### src/rtl/draw_sprite.sv
// draw_sprite: 4-stage sprite overlay; generates the ROM address and merges the ROM colour over the background.
module draw_sprite #(
  parameter int WIDTH = 100,
  parameter int HEIGHT = 100,
  parameter logic [11:0] TRANSPARENT = 12'h000
) (
  input  logic        clk,
  input  logic        rst_n,
  input  logic [10:0] hcount_in,
  input  logic        hsync_in,
  input  logic        hblnk_in,
  input  logic [10:0] vcount_in,
  input  logic        vsync_in,
  input  logic        vblnk_in,
  input  logic [11:0] rgb_in,
  input  logic [11:0] xpos,
  input  logic [11:0] ypos,
  output logic [13:0] pixel_addr,
  input  logic [11:0] rom_rgb,
  output logic [10:0] hcount_out,
  output logic        hsync_out,
  output logic        hblnk_out,
  output logic [10:0] vcount_out,
  output logic        vsync_out,
  output logic        vblnk_out,
  output logic [11:0] rgb_out
);
  logic        vblnk_q;
  logic [11:0] xpos_q, ypos_q;
  logic [37:0] d1, d2, d3;
  logic        hit1, hit2, hit3;
  logic [6:0]  rel_x, rel_y;
  logic [12:0] hc, vc, x0, y0, dx, dy;
  logic        hit_c;
  // 13-bit compares keep xpos_q+WIDTH from wrapping
  assign hc = {2'b0, hcount_in};
  assign vc = {2'b0, vcount_in};
  assign x0 = {1'b0, xpos_q};
  assign y0 = {1'b0, ypos_q};
  assign dx = hc - x0;
  assign dy = vc - y0;
  assign hit_c = !hblnk_in && !vblnk_in && hc >= x0 && hc < x0 + 13'(WIDTH)
                 && vc >= y0 && vc < y0 + 13'(HEIGHT);
  always_ff @(posedge clk or negedge rst_n) begin
    if (!rst_n) begin
      vblnk_q    <= 1'b0;
      xpos_q     <= '0;
      ypos_q     <= '0;
      d1         <= '0;
      d2         <= '0;
      d3         <= '0;
      hit1       <= 1'b0;
      hit2       <= 1'b0;
      hit3       <= 1'b0;
      rel_x      <= '0;
      rel_y      <= '0;
      pixel_addr <= '0;
      hcount_out <= '0;
      hsync_out  <= 1'b0;
      hblnk_out  <= 1'b0;
      vcount_out <= '0;
      vsync_out  <= 1'b0;
      vblnk_out  <= 1'b0;
      rgb_out    <= '0;
    end else begin
      vblnk_q <= vblnk_in;
      if (vblnk_in && !vblnk_q) begin
        xpos_q <= xpos;
        ypos_q <= ypos;
      end
      d1    <= {hcount_in, hsync_in, hblnk_in, vcount_in, vsync_in, vblnk_in, rgb_in};
      hit1  <= hit_c;
      rel_x <= dx[6:0];
      rel_y <= dy[6:0];
      d2         <= d1;
      hit2       <= hit1;
      pixel_addr <= hit1 ? 14'(rel_y) * 14'(WIDTH) + 14'(rel_x) : '0;
      d3   <= d2;
      hit3 <= hit2;
      {hcount_out, hsync_out, hblnk_out, vcount_out, vsync_out, vblnk_out} <= d3[37:12];
      rgb_out <= (hit3 && rom_rgb != TRANSPARENT) ? rom_rgb : d3[11:0];
    end
  end
endmodule

### config.mk
export PLATFORM = sky130hd
export DESIGN_NAME = draw_sprite
export DESIGN_NICKNAME = d
export VERILOG_FILES = /design/src/rtl/draw_sprite.sv
export SDC_FILE = /design/constraint.sdc
export NUM_CORES = 1
export LEC_CHECK = 0
export BUFFER_PORTS_ARGS = -buffer_cell sky130_fd_sc_hd__buf_4
export CORE_MARGIN = 2
export CORE_UTILIZATION = 51
export CTS_CLUSTER_SIZE = 24
export DETAILED_ROUTE_END_ITERATION = 8
export GPL_ROUTABILITY_DRIVEN = 0
export PLACE_DENSITY = 0.76
export REMOVE_ABC_BUFFERS = 1
export SLEW_MARGIN = 5
export SYNTH_ARGS = -nofsm -noshare
export SYNTH_HDL_FRONTEND = slang
export SYNTH_SLANG_ARGS = --single-unit
### constraint.sdc
create_clock -name clk -period 3.8 [get_ports clk]
set_clock_uncertainty 0.15 [all_clocks]
set_input_delay 0.38 -clock clk [delete_from_list [all_inputs] [get_ports clk]]
set_output_delay 0.38 -clock clk [all_outputs]
set_load 0.005 [all_outputs]
==> metrics.md <==
| Metric | Value |
|---|---|
| CTS sink count | just over 200 |
| Clk network pwr share | approximately a quarter |
| Worst ir drop on vdd | slightly above 0.5 mV |
| Status | completed |
| Max Transition Viols Final | 0 |
| Met3 Usage GRT | under 10% |
| Fin util | between 60 and 70% |
| CP dominant cell by count | ha_1 |
| Post-route DRC violation count | 0 |
| DRT Pass-1 Iters | 4 |
| Num CTS Buffers | 22 |
| GR peak layer | met2 |
| Slew @ Worst Pin | 1230 ps |
| Number of max-cap violations | 0 |
| Root Driver | clkbuf_16 |
| Critical Path AT | 3980 ps |
| H-tree Lvls | 1 |
| Top FF cell, synth | dfrtp_1 |
| Syn avg cell area | 13.6 um2 |
| Final net count | between 900 and 1000 |
| Placed cells | roughly 940 |
| Cell Area, Synth | about 8000 um2 |
| CP Cell Sequence | ha_1, ha_1, fa_1, ha_4, o21ai_2, or4b_4, o311ai_4, nand3_2, or4b_2, nand4_1 |
| Power per cell area | 686 nW/um2 |
| Via count | between 5000 and 6000 |
| Worst hold start | d2[7] |
| Worst reg2reg endpoint | pixel_addr[13] |
| CP endpoint kind | flip-flop |
| Comb pwr share | roughly 40% |
| Dpl hpwl | roughly 11000 um |
| Area Growth Syn to Fin | 35.0% |
| Die height | approximately 130 um |
| R2r worst-path depth | 10 |
| Worst hold path depth | 0 |
| R2R Path Start | rel_y[3] |
| CP delay by family, top | adder cells |
| Final Worst Setup Slack | approximately 87 ps |
| Overall power | roughly 7.5 mW |
| Synth unique cells | 54 |
| Effective utilization at floorplan | between 50 and 60% |
| Vias per cell | about 5 |
| Total gr overflow | 0 |
| Reg power frac | between 30% and 40% |
| Async SR Flop Fraction | 100% |
| First-pass GRT wire length | 26100 um |
| Post-Layout Cell Count | approximately 1100 |
| Worst-Skew Late Latency | around 500 ps |
| YS warnings | 0 |
| Layout cell share with drive strength beyond 1 | 25.0% |
| Met2 Usage GRT | between 30% and 40% |
| CP required | between 4000 and 5000 ps |
| Avg WL per Cell | ~15 um |
| Internal Dissipation | 4.99 mW |
| Antenna Nets Post-Route | 0 |
| Psw | ~2.5 mW |
| Iteration-0 DRC Markers | about 190 |
| Area share of the largest cell type after synthesis | between 60% and 70% |
| FF+latch count, synth | a little over 200 |
| Number of synthesized flops with an enable pin | 0 |
| Crit path kind | flip-flop to flip-flop |
| Vias in the first global route | approximately 5500 |
| Total Routed Length | 16300 um |
| Die Width | approximately 130 um |
| Rel. slew slack | 17.9% |
| Seq/Total Area, Yosys | 64.1% |
| Io pins | approximately 130 |
| Largest area contributor in the netlist | dfrtp_1 |
| R2R Setup Slk | 90 ps |
| CTS Buffer Depth | 3 |
| Slowest-stage cell, CP | or4b_2 |
| # setup viols final | 0 |
| Tcrit/Tclk final | 97.7% |
| DP Area | 9350 um2 |
| Worst-path fanout max | 4 |
| Total GRT Usage | between 15 and 20% |
| Row count | 46 |
| N_diodes | 0 |
| Cell area after layout | around 11000 um2 |
| DIE AREA | roughly 17000 um2 |
| WP buf/inv | 0 |
| Pre-CTS WS | -44.1 ps |
| Min-delay worst type | flip-flop to flip-flop |
| Slowest stage delay, CP | between 600 and 700 ps |
| Critical Path Start Type | flip-flop |
| Clock tree from TritonCTS | done |
| Fin crit period | 3710 ps |
| Core area | approximately 16000 um2 |
| # port buffers | between 100 and 150 |
| Antenna violations before repair | 0 |
| Clock transition at the registers of the reported paths | roughly 60 ps |
| Endpoints failing hold | 0 |
| Largest net degree at the start of global routing | 109 |
| Sw frac | around 33% |
| Syn Inst Count | 595 |
| FMAX | 269 MHz |
| Main area contributors after synthesis | dfrtp_1 64%, ha_1 11%, xnor2_1 2.6% |
| Setup TNS | 0 ps |
| Min Hold Slack | between 150 and 200 ps |
| Met1 GRT Util | 23.2% |
| LEAKAGE | 5.17 nW |
| Hold endpoint | d3[7] |
-- worst max-delay path by stage --
stage	startpoint	to	cells past startpoint
3_3_place_gp	rel_y[1]	pixel_addr[13]	11
6_report	rel_y[3]	pixel_addr[13]	10
4_1_cts	rel_y[2]	pixel_addr[13]	10
5_1_grt	rel_y[3]	pixel_addr[13]	10
2_1_floorplan	rel_y[1]	pixel_addr[13]	11
3_5_place_dp	rel_y[1]	pixel_addr[13]	11
-- kinds of logic (layout without fill, tap and decap cells) --
kind of cell / count (synthesis) / count (layout) / share of synthesized area [%]
multiplexers: 18 / 18 / 2.49
buffers and inverters: 47 / 296 / 2.18
AND/OR/NAND/NOR: 118 / 118 / 7.61
flip-flops: 207 / 207 / 64.1
XOR/XNOR: 32 / 32 / 3.47
AO/OA/AOI/OAI: 95 / 95 / 7.63
adder cells (fa/ha/maj): 78 / 78 / 12.5
-- power by group through the flow --
stage	sequential [mW]	combinational [mW]	clock, mW
finish	2.47	3.01	2.00
global placement	2.50	2.30	0
detailed placement	2.51	2.40	0
floorplan	2.48	1.76	0
CTS	2.47	2.65	2.06
global route	2.49	3.30	2.16
-- synthesized netlist by cell type (all sizes together) (2+ instances only) --
cell type / number
a311oi: 3
a31oi: 3
nand2b: 6
nor3: 4
o21ba: 2
or4: 2
nand2: 29
nor3b: 2
a211oi: 9
a21o: 13
o211ai: 2
xnor2: 24
nand3b: 2
or4b: 2
o21ai: 33
a21oi: 17
ha: 73
nand3: 10
nand4: 3
xor2: 8
and2: 7
o21bai: 2
o2111ai: 2
or3b: 2
nor4: 5
mux2: 17
clkbuf: 6
nor2b: 9
fa: 5
dfrtp: 207
or2: 2
inv: 41
o21a: 2
nor2: 29
-- area by class of cell --
| cell class | instances | area, um2 |
|---|---|---|
| timing repair buffer | 215 | 1810 |
| clock inverter | 11 | 103 |
| sequential | 207 | 5180 |
| clock buffer | 29 | 587 |
| inverter | 41 | 154 |
| fill | 1082 | 4800 |
| multi-input combinational | 341 | 2810 |
| tap | 216 | 270 |
-- per-layer routing --
layer	up-vias	share of wire (%)
met2	153	53
met1	2602	40
met3	36	5.4
li1	2499	-
met5	-	0
met4	0	2.3
-- sequential cells by signal, indices dropped and copies added, names as in the netlist --
signal	flops
d1	38
d2	38
d3	38
pixel_addr	14
rgb_out	12
xpos_q	12
ypos_q	12
hcount_out	11
vcount_out	11
rel_x	7
rel_y	7
hblnk_out	1
hit1	1
hit2	1
hit3	1
hsync_out	1
vblnk_out	1
vsync_out	1
-- placed cells by master (no fill, tap or decap), types with 5 or more instances in the layout --
cell type      Yosys  final
a211oi_1           8      8
a21o_1            13     13
a21oi_1           17     17
and2_1             7      7
buf_4              0    139
clkbuf_1           6      6
clkbuf_16          0     22
clkinv_2           0      5
dfrtp_1          207    207
dlygate4sd3_1      0     75
ha_1              73     71
inv_1             41     41
mux2_2            17     17
nand2_1           29     29
nand2b_1           6      5
nand3_1            9      9
nor2_1            29     29
nor2b_1            9      8
o21ai_0           31     31
xnor2_1           24     24
xor2_1             8      8
-- what timing repair did --
action / CTS / global route
endpoints found under the setup margin: 1 / 1
hold endpoints to repair: 179 / 0
buffers inserted: 0 / 6
gates resized for setup: 5 / 6
hold buffers: 75 / 0
pin swaps: 0 / 8
Note: power is estimated with default switching activity, not from simulation.
